`src/rtl/i2c_byte_master.sv`:
```
// i2c_byte_master: single-byte I2C master bit engine.
//   Sequence: START, 7-bit address + R/W, address ACK, one data byte
//   (write or read), data ACK/NACK, STOP. Runs entirely on clk_100; a
//   quarter-period prescaler (QDIV cycles per quarter) paces the SCL slots.
//   The pads are open-drain, so *_oe=1 pulls the line low and 0 releases it.
// Ports:
//   clk_100, rst     clock, async active-high reset
//   start            request; accepted only when idle and not in the done cycle
//   addr, rw, wdata  transaction parameters, captured on accept
//   busy, done       in-flight flag, one-cycle completion pulse
//   ack_err, rdata   slave NACK flag, read byte (held until next accept)
//   scl_oe, sda_oe   pull-low enables
//   scl_i, sda_i     pad levels (scl_i used only with clock stretching)
// Optional feature: define I2C_CLK_STRETCH_EN to let a slave hold SCL low;
//   the quarter ending q1 is extended until scl_i reads high.
module i2c_byte_master #(
  parameter int QDIV = 125
) (
  input  logic       clk_100,
  input  logic       rst,
  input  logic       start,
  input  logic [6:0] addr,
  input  logic       rw,
  input  logic [7:0] wdata,
  output logic       busy,
  output logic       done,
  output logic       ack_err,
  output logic [7:0] rdata,
  output logic       scl_oe,
  output logic       sda_oe,
  input  logic       scl_i,
  input  logic       sda_i
);

  localparam int PW = (QDIV > 1) ? $clog2(QDIV) : 1;

  typedef enum logic [2:0] {
    S_IDLE, S_START, S_ADDR, S_AACK, S_DATA, S_DACK, S_STOP
  } state_t;

  state_t          r_state, w_state_nxt;
  logic [PW-1:0]   r_pre;
  logic [1:0]      r_q;
  logic [2:0]      r_bit;
  logic [7:0]      r_sh;
  logic [7:0]      r_wdata;
  logic            r_rw;
  logic            r_busy, r_done, r_ack_err;
  logic [7:0]      r_rdata;

  logic w_tick, w_hold, w_adv, w_samp, w_last, w_accept, w_slot_low;
  logic w_scl_oe, w_sda_oe;

`ifdef I2C_CLK_STRETCH_EN
  // SCL was released in q1; if the wire is still low a slave is stretching.
  assign w_hold = (r_q == 2'd1) && !scl_i;
`else
  assign w_hold = 1'b0;
  logic w_unused_scl;
  assign w_unused_scl = scl_i;
`endif

  assign w_tick     = (r_pre == PW'(QDIV - 1));
  assign w_adv      = (r_state != S_IDLE) && w_tick && !w_hold;
  assign w_samp     = w_adv && (r_q == 2'd2);
  assign w_last     = w_adv && (r_q == 2'd3);
  // The done cycle still reads IDLE; blocking it gives the one-cycle gap.
  assign w_accept   = (r_state == S_IDLE) && start && !r_done;
  assign w_slot_low = (r_q == 2'd0) || (r_q == 2'd3);

  always_ff @(posedge clk_100 or posedge rst) begin
    if (rst) r_state <= S_IDLE;
    else     r_state <= w_state_nxt;
  end

  always_comb begin
    w_state_nxt = r_state;
    w_scl_oe    = 1'b0;
    w_sda_oe    = 1'b0;
    case (r_state)
      S_IDLE: if (w_accept) w_state_nxt = S_START;
      S_START: begin
        // q0,q1 both released; q2 SDA falls under high SCL; q3 SCL low.
        w_scl_oe = (r_q == 2'd3);
        w_sda_oe = r_q[1];
        if (w_last) w_state_nxt = S_ADDR;
      end
      S_ADDR: begin
        w_scl_oe = w_slot_low;
        w_sda_oe = !r_sh[7];
        if (w_last && (r_bit == 3'd7)) w_state_nxt = S_AACK;
      end
      S_AACK: begin
        w_scl_oe = w_slot_low;
        if (w_last) w_state_nxt = r_ack_err ? S_STOP : S_DATA;
      end
      S_DATA: begin
        w_scl_oe = w_slot_low;
        w_sda_oe = !r_rw && !r_sh[7];
        if (w_last && (r_bit == 3'd7)) w_state_nxt = S_DACK;
      end
      S_DACK: begin
        // Write: slave ACKs. Read: master NACKs by leaving SDA released.
        w_scl_oe = w_slot_low;
        if (w_last) w_state_nxt = S_STOP;
      end
      S_STOP: begin
        // q0 SDA low under low SCL; q1,q2 SCL released; q3 SDA rises.
        w_scl_oe = (r_q == 2'd0);
        w_sda_oe = (r_q != 2'd3);
        if (w_last) w_state_nxt = S_IDLE;
      end
      default: w_state_nxt = S_IDLE;
    endcase
  end

  always_ff @(posedge clk_100 or posedge rst) begin
    if (rst) begin
      r_pre     <= '0;
      r_q       <= 2'd0;
      r_bit     <= 3'd0;
      r_sh      <= 8'd0;
      r_wdata   <= 8'd0;
      r_rw      <= 1'b0;
      r_busy    <= 1'b0;
      r_done    <= 1'b0;
      r_ack_err <= 1'b0;
      r_rdata   <= 8'd0;
    end else begin
      r_done <= 1'b0;
      if (w_accept) begin
        r_busy    <= 1'b1;
        r_ack_err <= 1'b0;
        r_rdata   <= 8'd0;
        r_rw      <= rw;
        r_wdata   <= wdata;
        r_sh      <= {addr, rw};
        r_bit     <= 3'd0;
        r_q       <= 2'd0;
        r_pre     <= '0;
      end else if (r_state != S_IDLE) begin
        // A held tick parks the prescaler at QDIV-1 and retries each cycle.
        if (!w_tick)    r_pre <= r_pre + 1'b1;
        else if (w_adv) r_pre <= '0;
        if (w_adv) r_q <= r_q + 2'd1;
        if (w_samp) begin
          case (r_state)
            S_AACK: if (sda_i) r_ack_err <= 1'b1;
            S_DATA: if (r_rw) r_rdata <= {r_rdata[6:0], sda_i};
            S_DACK: if (!r_rw && sda_i) r_ack_err <= 1'b1;
            default: ;
          endcase
        end
        if (w_last) begin
          case (r_state)
            S_ADDR, S_DATA: begin
              r_bit <= r_bit + 3'd1;
              r_sh  <= {r_sh[6:0], 1'b0};
            end
            S_AACK: begin
              r_sh  <= r_wdata;
              r_bit <= 3'd0;
            end
            S_STOP: begin
              r_done <= 1'b1;
              r_busy <= 1'b0;
            end
            default: ;
          endcase
        end
      end
    end
  end

  assign busy    = r_busy;
  assign done    = r_done;
  assign ack_err = r_ack_err;
  assign rdata   = r_rdata;
  assign scl_oe  = w_scl_oe;
  assign sda_oe  = w_sda_oe;

endmodule
```
`config.mk`:
```
export PLATFORM = sky130hd
export DESIGN_NAME = i2c_byte_master
export DESIGN_NICKNAME = d
export VERILOG_FILES = /design/src/rtl/i2c_byte_master.sv
export SDC_FILE = /design/constraint.sdc
export NUM_CORES = 1
export LEC_CHECK = 0
export CAP_MARGIN = 5
export CORE_MARGIN = 10
export CORE_UTILIZATION = 45
export DETAILED_ROUTE_END_ITERATION = 7
export GPL_ROUTABILITY_DRIVEN = 0
export PLACE_DENSITY = 0.7
export SLEW_MARGIN = 20
export SYNTH_ARGS = -nofsm -noshare
export SYNTH_HDL_FRONTEND = slang
export SYNTH_SLANG_ARGS = --single-unit
```
`constraint.sdc`:
```
create_clock -name clk_100 -period 3.4 [get_ports clk_100]
set_input_delay 0.34 -clock clk_100 [delete_from_list [all_inputs] [get_ports clk_100]]
set_output_delay 0.34 -clock clk_100 [all_outputs]
set_load 0.02 [all_outputs]
```
# ---- Word-level counts from Yosys, hierarchy flattened
# Cells that the tools add are included.
dict set report classes {
  n_reduce_logical 33
  n_addsub 3
  n_mux 45
  eq_ne 21
}
# op n
set op_table {}
lappend op_table {{8-bit two-way mux} 8}
lappend op_table {{3-bit two-way mux} 10}
lappend op_table {{7-bit two-way mux} 4}
lappend op_table {{3-bit one-hot mux with 7 select lines} 1}
lappend op_table {{2-bit inequality test (second input constant)} 8}
lappend op_table {{8-bit one-hot mux with 2 select lines} 1}
lappend op_table {{2-bit nonzero test} 7}
lappend op_table {{1-bit two-way mux} 13}
lappend op_table {{3-bit == test (second input constant)} 4}
lappend op_table {{3-bit nonzero test} 3}
lappend op_table {{1-bit logical AND} 8}
lappend op_table {{2-bit two-way mux} 4}
lappend op_table {{7-bit by 1-bit adder with 7-bit output (second input constant)} 1}
lappend op_table {{7-bit == test (second input constant)} 1}
lappend op_table {{7-bit AND reduction} 1}
lappend op_table {{3-bit by 2-bit == test with 1-bit output (second input constant)} 2}
lappend op_table {{3-bit inequality test (second input constant)} 2}
lappend op_table {{3-bit one-hot mux with 2 select lines} 1}
lappend op_table {{3-bit AND reduction} 2}
lappend op_table {{5-bit AND reduction} 1}
lappend op_table {{2-bit == test (second input constant)} 2}
lappend op_table {{1-bit one-hot mux with 4 select lines} 1}
lappend op_table {{2-bit AND reduction} 2}
lappend op_table {{4-bit AND reduction} 1}
lappend op_table {{other kinds (12)} 14}
dict set report word_totals {
  ff_bits 43
  word_cells 113
  inputBits 21
  out_inout_bits 13
}

# ---- Depth between registers and ports, before layout
# Gate-level depths: netlist of the first run.
dict set report depth {
  depth_word 7
  depth_mapped 7
  mapped_depth_nobuf 6
}

# ---- Worst setup path before layout of the first run
# No wires, ideal clock.
dict set report synth_timing {
  kind {register to output}
  start {reg r_state[2]}
  end {out scl_oe}
  required_ns 3.060
  arrival_time_ns 1.529
  n_path_buf 1
  slack_ns 1.531
  stages_incl_launch_ff 5
  path_cell_list {dfrtp_1 buf_2 inv_1 or3_1 o221ai_1}
}
dict set report synth_between {
  elab_chain_len 3
  elab_cells_between_ends 8
  classes_between {eq/ne: 6; mux: 1; reduce/logical: 1}
}
# element line
set synth_rtl {}
lappend synth_rtl {{from (decl)} 41} ;# state_t r_state, w_state_nxt;
lappend synth_rtl {{from (signal assigned)} 73} ;# else r_state <= w_state_nxt;
lappend synth_rtl {{3-bit == test / 3-bit by 2-bit == test with 1-bit output (equally long branches)} 80} ;# case (r_state)
lappend synth_rtl {{4-bit OR reduction (no source line)} n/a}
lappend synth_rtl {{1-bit one-hot mux with 3 select lines (*)} 80}
lappend synth_rtl {{to (decl)} 29} ;# output logic scl_oe,
# Mark *: on every way between the ends. The rest lies on a longest branch, timed or not.

# ---- Final worst setup path of the first run
dict set report layout_timing {
  start {reg r_state[1]}
  end {out scl_oe}
}
# Same word-level chain as after synthesis.

==> results of run 1 <==
flip-flops by register name, indices dropped and copies added (netlist names):
| register | count |
|---|---|
| r_bit | 3 |
| ack_err | 1 |
| r_state | 3 |
| r_rw | 1 |
| r_q | 2 |
| r_wdata | 8 |
| done | 1 |
| rdata | 8 |
| r_sh | 8 |
| busy | 1 |
| r_pre | 7 |
power by group through the flow:
| stage | combinational, mW | clock, mW | sequential [mW] |
|---|---|---|---|
| after floorplan | 0.0257 | 0 | 0.549 |
| after global placement | 0.0725 | 0 | 0.544 |
| after detailed placement | 0.0733 | 0 | 0.544 |
| after CTS | 0.0737 | 0.414 | 0.534 |
| after global routing | 0.0794 | 0.433 | 0.537 |
| final | 0.0719 | 0.403 | 0.534 |
through the flow:
step                instances  setup slack [ns]  hold slack [ns]  cell area (µm²)
floorplan                 242              1.53            0.445             2380
global placement          334             0.917            0.461             2720
detailed placement        334             0.916            0.464             2720
CTS                       342             0.576            0.430             2840
global route              342             0.438            0.468             2840
finish                    342             0.588            0.412             2840
cell families after synthesis:
group,share of synthesized area
xor+xnor,0.00368
fa+ha+maj,0.0474
compound gates,0.147
buf+inv,0.0511
mux,0.0916
simple gates,0.207
flops,0.453
critical path: stages, from the launching register on:
cell and delay (ns):
dfrtp_1 0.73, inv_1 0.15, or3_1 0.44, o221ai_1 0.20, clkdlybuf4s50_1 0.66
cells in the mapped netlist, drive strengths merged, types with 5 or more instances:
library cell,count,area share
mux2i,15,0.063
ha,9,0.047
inv,11,0.017
mux2,5,0.028
and3,6,0.018
dfrtp,43,0.45
a221o,8,0.034
o21ai,10,0.026
buf,10,0.031
nand3,6,0.013
nand2,37,0.058
nor2,30,0.054
a21oi,7,0.015
routing by layer:
metal  global-route usage  vias up  share of wire
li1                     -      911              -
met1                0.153      903           0.45
met2                0.212       40           0.48
met3               0.0291        9          0.047
met4               0.0527        0          0.018
met5                    0        -              0
layout make-up:
cell class,instances,area (µm²),share of cell area
flip-flops and latches,43,1080,0.380
clock buffers,5,68.8,0.0243
multi-input cells,176,1180,0.416
inverters,11,41.3,0.0146
well taps,70,87.6,0.0309
repair buffers,34,335,0.118
clock inverters,3,46.3,0.0163
cells in the final DEF, fill, tap and decap left out, types with 4 or more instances in the layout:
cell type,instances
a21o_1,4
a21oi_1,7
a221o_1,8
and3_1,5
clkbuf_8,5
clkdlybuf4s50_1,32
dfrtp_1,43
ha_1,9
inv_1,11
mux2i_1,15
nand2_1,37
nand3_1,6
nor2_1,29
o21ai_0,7
final timing paths:
path / from / endpoint / slack [ns] / cells past startpoint
worst max-delay path: r_state[1] / scl_oe / 0.59 / 4
min in group clk_100: r_wdata[5] / r_wdata[5] / 0.48 / 2
worst min-delay path: rst / rdata[7] / 0.41 / 2
worst min register to register: r_wdata[5] / r_wdata[5] / 0.48 / 2
worst max register to register: r_pre[0] / r_bit[2] / 1.21 / 6
max in group asynchronous: rst / r_sh[6] / 2.22 / 3
==> metrics.yaml, run 1 <==
synth:
  yosys_warnings: 0
  avgSynthCellArea_um2: 9.82
  synth-edff-count: 0
  synthArstFlopShare: 1.00
  synth_flop_cell: "dfrtp_1"
  syn-num-nets: 272
  ys_ff_latch: 43
  postSynthCellCount: 242
  syn-cell-area_mm2: 0.00238
  seq_area_frac_synth: 0.453
  synth_cell_types: 45
critical_path:
  crit_required_ns: 3.06
  end_kind: "primary output"
  critPathMaxFanout: 19
  critPathKind: "flip-flop to primary output"
  cp_data_arrival_time_ns: 2.47
  startpoint_type: "flip-flop"
pwr:
  power_switching_uw: 223
  power_density_mw_per_mm2: 356
  swShare: 0.221
  combPwrFrac: 0.071
  leakagePower_nw: 1.31
  pwr-share-clk: 0.399
  p_seq_frac: 0.530
  p_total_mw: 1.01
  p_int_uw: 786
  ir_drop_mv: 0.210
clock_tree:
  cts-resized-gates: 0
  h-tree-depth: 2
  holdBufCountCts: 0
  numClockSinks: 43
  clkLatencyLatePin_ns: 0.30
  clk_pin_slew_ns: 0.08
  postCtsSetupBuffers: 0
  cts_tree: "built"
  root_buffer: "clkbuf_8"
  cts_buffer_depth: 2
  cts_buffers: 5
global_routing:
  grt_max_degree: 29
  grt_pass1_vias: 1949
  grt_pass1_wl_mm: 9.04
  overflow: 0
  grt_antenna_before_repair: 0
  grtUsageTotal: 0.126
sta:
  max_slew.worst_pin.slew_ns: 0.674
  fin_crit_sh: 0.827
  tns_ns: 0
  fmax_ghz: 0.356
  rsz0062_at_grt: "false"
  finalSetupViolCount: 0
  slew_headroom: 0.551
  drv_slew: 0
  min_period_ns: 2.81
  hold_violations: 0
  finClkSkew_ns: 0.00971
placement:
  dp_hpwl_mm: 3.77
  numPortBuffers: 32
floorplan:
  die-area_mm2: 0.00859
  pin_count: 34
  core_mm2: 0.00511
  fp-row-count: 26
  die_y_um: 92.7
  start_util: 0.465
  chipWidth_um: 92.7
finish:
  drive_gt1_frac: 0.0772
  n_antenna_cell: 0
  num-fill-cells: 499
  nets: 301
  syn_to_final_growth_pct: 19.3
  final_util: 0.555
route:
  viasPerCell: 5.45
  routed-via-count: 1863
  avgRoutedWirePerCell_um: 15.2
  antenna_left: 0
  firstDrtPassIters: 4
  drt-initial-drc-count: 75
  wirelength_mm: 5.21
  drc: 0
run:
  drv_cap: 0
min_path:
  min_path_type: "input pin to async pin"
status:
  outcome: "finished clean"
No activity file was read; power rests on OpenSTA's default activity.
==> inputs of run 2 (changes only) <==
--- a/config.mk
+++ b/config.mk
@@ -10,7 +10,7 @@
 export CORE_UTILIZATION = 45
 export DETAILED_ROUTE_END_ITERATION = 7
 export GPL_ROUTABILITY_DRIVEN = 0
-export PLACE_DENSITY = 0.7
+export PLACE_DENSITY = 0.73
 export SLEW_MARGIN = 20
 export SYNTH_ARGS = -nofsm -noshare
 export SYNTH_HDL_FRONTEND = slang
==> constraint.sdc (replaced) <==
create_clock -name clk_100 -period 2.45 [get_ports clk_100]
set_input_delay 0.245 -clock clk_100 [delete_from_list [all_inputs] [get_ports clk_100]]
set_output_delay 0.245 -clock clk_100 [all_outputs]
set_load 0.02 [all_outputs]
==> run 2 against run 1 <==
  * Die area unchanged
  * Non-clock buffer count up 8
  * Global-route usage shrank 0.15 points
  * Clock-buffer cell count did not move
  * Register-to-register slack worse by 0.84 ns
  * Worst setup slack lost 0.47 ns
  * Final cell count grew 2.3%
  * Sequential share of layout area fell by 0.73 points
  * Utilization is 1.2 points higher
  * Flip-flop and latch count is the same
  * Critical path depth up 1
  * Critical endpoint is now sda_oe
  * Largest cell class unchanged
  * Largest power group unchanged
  * Highest routed layer unchanged
==> metrics.yaml, run 2 (synthesis gave the netlist of run 1 again) <==
finish:
  final_util: 0.567  # was 0.555
  nets: 309  # was 301
  num-fill-cells: 484  # was 499
  n_antenna_cell: 0  # unchanged
  stdcell_count: 350  # was 342
  syn_to_final_growth_pct: 21.7  # was 19.3%
  final_common_cell: "dfrtp_1"  # unchanged
  drive_gt1_frac: 0.107  # was 0.0772
  final_cell_mix: "42 x dfrtp_1, 37 x nand2_1, 32 x clkdlybuf4s50_1"  # was 43 x dfrtp_1, 37 x nand2_1, 32 x clkdlybuf4s50_1
clock_tree:
  numClockSinks: 43  # unchanged
  postCtsSetupBuffers: 0  # unchanged
  h-tree-depth: 2  # unchanged
  root_buffer: "clkbuf_8"  # unchanged
  clk_pin_slew_ns: 0.09  # was 0.08 ns
  cts_tree: "built"  # unchanged
  clkLatencyLatePin_ns: 0.30  # about the same
  cts_buffer_depth: 2  # unchanged
  cts_buffers: 5  # unchanged
critical_path:
  end_kind: "primary output"  # unchanged
  cp_data_arrival_time_ns: 2.08  # was 2.47 ns
  reg2reg_from: "r_pre[0]"  # unchanged
  startpoint: "r_state[2]"  # was r_state[1]
  slowest_delay_ns: 0.54  # was 0.73 ns
  startpoint_type: "flip-flop"  # unchanged
  endpoint: "sda_oe"  # was scl_oe
  cp.depth: 5  # was 4
  critPathTopFamily: "buffers and inverters"  # unchanged
  crit_buf_inv: 2  # unchanged
  r2r_slack_ns: 0.37  # was 1.21 ns
  cpMaxStageDelayCell: "clkdlybuf4s50_1"  # was dfrtp_1
  critPathKind: "flip-flop to primary output"  # unchanged
  r2r_end: "r_bit[1]"  # was r_bit[2]
  r2r_cells: 7  # was 6
  path_cells: "buf_4 -> nor2b_1 -> a21o_1 -> a221o_1 -> clkdlybuf4s50_1"  # was inv_1 -> or3_1 -> o221ai_1 -> clkdlybuf4s50_1
  crit_required_ns: 2.20  # was 3.06 ns
  critPathMaxFanout: 11  # was 19
pwr:
  power_density_mw_per_mm2: 485  # was 356 mW/mm²
  combPwrFrac: 0.072  # was 0.071
  ir_drop_mv: 0.309  # was 0.210 mV
  swShare: 0.225  # was 0.221
  pwr-share-clk: 0.400  # was 0.399
  p_seq_frac: 0.528  # was 0.530
  power_switching_uw: 315  # was 223 µW
  leakagePower_nw: 1.34  # was 1.31 nW
  p_int_mw: 1.09  # was 786 µW
placement:
  dp_hpwl_mm: 3.79  # was 3.77 mm
  place_inst: 342  # was 334
  numPortBuffers: 32  # unchanged
sta:
  rsz0062_at_grt: "false"  # unchanged
  min_period_ns: 2.33
  finClkSkew_ns: 0.00800  # was 0.00971 ns
  fin_crit_sh: 0.950
  hold_violations: 0  # unchanged
  slew_headroom: 0.627  # was 0.551
  fmax_ghz: 0.430
  finalSetupViolCount: 0  # unchanged
  hold-worst-slack_ns: 0.379  # was 0.412 ns
  max_slew.worst_pin.slew_ns: 0.558  # was 0.674 ns
  drv_slew: 0  # unchanged
  tns_ns: 0  # unchanged
route:
  drc: 0  # unchanged
  avgRoutedWirePerCell_um: 14.8  # was 15.2 µm
  drt-initial-drc-count: 121  # was 75
  viasPerCell: 5.43  # was 5.45
  antenna_left: 0  # unchanged
  firstDrtPassIters: 4  # unchanged
  routed-via-count: 1899  # was 1,863
  wirelength_mm: 5.19  # was 5.21 mm
floorplan:
  chipWidth_um: 92.7  # unchanged
  pin_count: 34  # unchanged
  fp-row-count: 26  # unchanged
  start_util: 0.465  # unchanged
  die_y_um: 92.7  # unchanged
  core_mm2: 0.00511  # unchanged
  die-area_mm2: 0.00859  # unchanged
global_routing:
  grt_pass1_vias: 1881  # was 1,949
  overflow: 0  # unchanged
  grt_pass1_wl_mm: 8.86  # was 9.04 mm
  grt_antenna_before_repair: 0  # unchanged
  grt_max_degree: 44  # was 29
  grtUsageTotal: 0.125  # was 0.126
status:
  outcome: "finished clean"  # unchanged
min_path:
  min_path_type: "input pin to async pin"  # unchanged
run:
  drv_cap: 0  # unchanged
-- run 2: cell types whose count changed in the layout (fill, tap and decap cells not counted) --
| cell | change |
|---|---|
| buf_4 | +8 |
| clkinv_2 | +1 |
| clkinv_4 | +1 |
| clkinvlp_4 | -1 |
| dfrtp_1 | -1 |
| dfrtp_2 | +1 |
| inv_6 | -1 |
-- run 2: how the worst min path moves through the flow --
stage / startpoint / to / cells after the start
after floorplan: wdata[0] / r_wdata[0] / 2
after global placement: r_wdata[4] / r_wdata[4] / 2
after detailed placement: r_wdata[6] / r_wdata[6] / 2
after CTS: rst / rdata[7] / 3
after global routing: rst / r_wdata[1] / 3
final: rst / r_wdata[1] / 3
-- run 2: area by class of cell --
| class | count | area (µm²) | area share |
|---|---|---|---|
| Clock buffer | 5 | 68.8 | 0.0238 |
| Clock inverter | 3 | 43.8 | 0.0151 |
| Inverter | 11 | 41.3 | 0.0143 |
| Multi-Input combinational cell | 176 | 1180 | 0.408 |
| Sequential cell | 43 | 1080 | 0.372 |
| Tap cell | 70 | 87.6 | 0.0303 |
| Timing Repair Buffer | 42 | 395 | 0.137 |
-- run 2: per-layer routing --
layer  up-vias  share of wire  GRT usage
met5         -              0          0
met4         0          0.022     0.0604
met3        12          0.040     0.0291
met2        34           0.49      0.208
met1       918           0.45      0.148
li1        935              -          -
-- run 2: power groups by stage --
stage	registers (mW)	clock network, mW	logic (mW)
2_1_floorplan	0.761	0	0.0357
3_3_place_gp	0.755	0	0.102
3_5_place_dp	0.756	0	0.103
4_1_cts	0.742	0.573	0.104
5_1_grt	0.745	0.609	0.113
6_report	0.742	0.561	0.101
-- run 2: through the flow --
| stage | power [mW] | cell area [µm²] | setup WS [ns] |
|---|---|---|---|
| after floorplan | 0.797 | 2380 | 0.676 |
| after global placement | 0.857 | 2780 | 0.396 |
| after detailed placement | 0.859 | 2780 | 0.379 |
| after CTS | 1.42 | 2890 | 0.0379 |
| after global routing | 1.47 | 2890 | 0.0297 |
| final | 1.40 | 2890 | 0.122 |
-- run 2: tightest hold or removal path, delay by kind of cell --
kind,cells,cell delay [ns]
buffers and inverters,3,0.89
-- run 2: timing repair --
item / in CTS / in global routing
hold buffers: 0 / 0
gates resized for setup: 0 / 1
endpoints found under the hold margin: 0 / 0
setup endpoints to repair: 0 / 2
==> inputs of run 3 (changes only) <==
--- a/config.mk
+++ b/config.mk
@@ -6,12 +6,10 @@
 export NUM_CORES = 1
 export LEC_CHECK = 0
 export CAP_MARGIN = 5
-export CORE_MARGIN = 10
 export CORE_UTILIZATION = 45
 export DETAILED_ROUTE_END_ITERATION = 7
 export GPL_ROUTABILITY_DRIVEN = 0
 export PLACE_DENSITY = 0.73
-export SLEW_MARGIN = 20
 export SYNTH_ARGS = -nofsm -noshare
 export SYNTH_HDL_FRONTEND = slang
 export SYNTH_SLANG_ARGS = --single-unit
==> run 3 against run 2 <==
  * Worst hold slack worse by 0.0036 ns
  * Utilization up 0.12 points
  * Clock skew up 0.00071 ns
  * Critical path type unchanged
  * Largest power group unchanged
  * Highest routed layer unchanged
==> metrics.yaml, run 3 (synthesis gave the netlist of run 1 again) <==
critical_path:
  end_kind: "primary output"  # unchanged
  critPathTopFamily: "compound AO/OA/AOI/OAI gates"  # was buffers and inverters
  startpoint_type: "flip-flop"  # unchanged
  slowest_delay_ns: 0.47  # was 0.54 ns
  critPathMaxFanout: 13  # was 11
  r2r_cells: 5  # was 7
  path_cells: "buf_4 -> nor2b_1 -> a21o_1 -> a221o_1 -> dlymetal6s2s_1"  # was buf_4 -> nor2b_1 -> a21o_1 -> a221o_1 -> clkdlybuf4s50_1
  crit_required_ns: 2.20  # about the same
  crit_buf_inv: 2  # unchanged
  cp_data_arrival_time_ns: 1.83  # was 2.08 ns
  critPathKind: "flip-flop to primary output"  # unchanged
  cpMaxStageDelayCell: "dfrtp_1"  # was clkdlybuf4s50_1
  cp.depth: 5  # unchanged
finish:
  nets: 309  # unchanged
  final_cell_mix: "43 x dfrtp_1, 37 x nand2_1, 30 x clkdlybuf4s50_1"  # was 42 x dfrtp_1, 37 x nand2_1, 32 x clkdlybuf4s50_1
  final_common_cell: "dfrtp_1"  # unchanged
  syn_to_final_growth_pct: 22.0  # was 21.7%
  final_util: 0.568  # was 0.567
  drive_gt1_frac: 0.104  # was 0.107
  num-fill-cells: 468  # was 484
  n_antenna_cell: 0  # unchanged
floorplan:
  die_y_um: 74.7  # was 92.7 µm
  core_mm2: 0.00511  # unchanged
  pin_count: 34  # unchanged
  fp-row-count: 26  # unchanged
  start_util: 0.465  # unchanged
  die-area_mm2: 0.00558  # was 0.00859 mm²
  chipWidth_um: 74.7  # was 92.7 µm
clock_tree:
  cts-resized-gates: 0  # unchanged
  numClockSinks: 43  # unchanged
  cts_tree: "built"  # unchanged
  holdBufCountCts: 0  # unchanged
  clkLatencyLatePin_ns: 0.30  # about the same
  postCtsSetupBuffers: 0  # unchanged
  cts_buffers: 5  # unchanged
  h-tree-depth: 2  # unchanged
  cts_buffer_depth: 2  # unchanged
  root_buffer: "clkbuf_8"  # unchanged
  clk_pin_slew_ns: 0.09  # about the same
global_routing:
  grt_pass1_vias: 1800  # was 1,881
  overflow: 0  # unchanged
  grt_max_degree: 44  # unchanged
  grt_antenna_before_repair: 0  # unchanged
  grt_pass1_wl_mm: 8.32  # was 8.86 mm
  grtUsageTotal: 0.201  # was 0.125
sta:
  fin_crit_sh: 0.846  # was 0.950
  finalSetupViolCount: 0  # unchanged
  hold_violations: 0  # unchanged
  rsz0062_at_grt: "false"  # unchanged
  min_period_ns: 2.07  # was 2.33 ns
  slew_headroom: 0.614  # was 0.627
  fmax_ghz: 0.482  # was 0.430 GHz
  max_slew.worst_pin.slew_ns: 0.577  # was 0.558 ns
  drv_slew: 0  # unchanged
  tns_ns: 0  # unchanged
  finClkSkew_ns: 0.00871  # was 0.00800 ns
route:
  wirelength_mm: 4.78  # was 5.19 mm
  avgRoutedWirePerCell_um: 13.7  # was 14.8 µm
  firstDrtPassIters: 4  # unchanged
  antenna_left: 0  # unchanged
  drc: 0  # unchanged
  routed-via-count: 1887  # was 1,899
  drt-initial-drc-count: 194  # was 121
  viasPerCell: 5.39  # was 5.43
pwr:
  leakagePower_nw: 1.36  # was 1.34 nW
  power_density_mw_per_mm2: 485  # about the same
  ir_drop_mv: 0.312  # was 0.309 mV
placement:
  numPortBuffers: 32  # unchanged
  dp_hpwl_mm: 3.49  # was 3.79 mm
status:
  outcome: "finished clean"  # unchanged
min_path:
  min_path_type: "input pin to async pin"  # unchanged
run:
  drv_cap: 0  # unchanged
[run 3: through the flow]
step	instance area, µm²	power (mW)	worst slack, ns	hold WS [ns]	std cells
6_report	2900	1.41	0.377	0.375	350
5_1_grt	2900	1.47	0.291	0.444	350
4_1_cts	2900	1.43	0.0392	0.384	350
3_5_place_dp	2780	0.858	0.373	0.462	342
3_3_place_gp	2780	0.856	0.374	0.460	342
2_1_floorplan	2380	0.797	0.676	0.350	242
[run 3: layout make-up]
class | instances | area (µm²) | area share
timing repair buffer | 42 | 400 | 0.138
clock inverter | 3 | 46.3 | 0.0160
sequential | 43 | 1080 | 0.371
clock buffer | 5 | 68.8 | 0.0237
inverter | 11 | 41.3 | 0.0142
multi-input combinational | 176 | 1180 | 0.407
tap | 70 | 87.6 | 0.0302
[run 3: path summary, 6_finish.rpt]
| check | start | endpoint | slack, ns |
|---|---|---|---|
| setup / recovery | r_state[2] | sda_oe | 0.38 |
| hold / removal | rst | r_wdata[1] | 0.37 |
| setup reg to reg | r_state[1] | r_sh[5] | 0.46 |
| hold reg to reg | r_wdata[4] | r_wdata[4] | 0.48 |
| max in group asynchronous | rst | r_q[0] | 1.70 |
| min in group clk_100 | wdata[7] | r_wdata[7] | 0.46 |
[run 3: power breakdown]
group / internal [mW] / leakage, nW / switching, mW
clock network: 0.307 / 0.0548 / 0.258
logic: 0.0556 / 0.790 / 0.0451
registers: 0.729 / 0.517 / 0.0120
[run 3: tightest hold or removal path, stage by stage]
cell and delay (ns):
clkdlybuf4s50_1 0.39, inv_1 0.05, buf_4 0.45
[run 3: metal layers]
metal | track usage | vias up | wire (µm)
li1 | - | 933 | -
met1 | 0.277 | 916 | 2220
met2 | 0.310 | 30 | 2340
met3 | 0.0415 | 8 | 124
met4 | 0.0839 | 0 | 99
met5 | 0 | - | 0
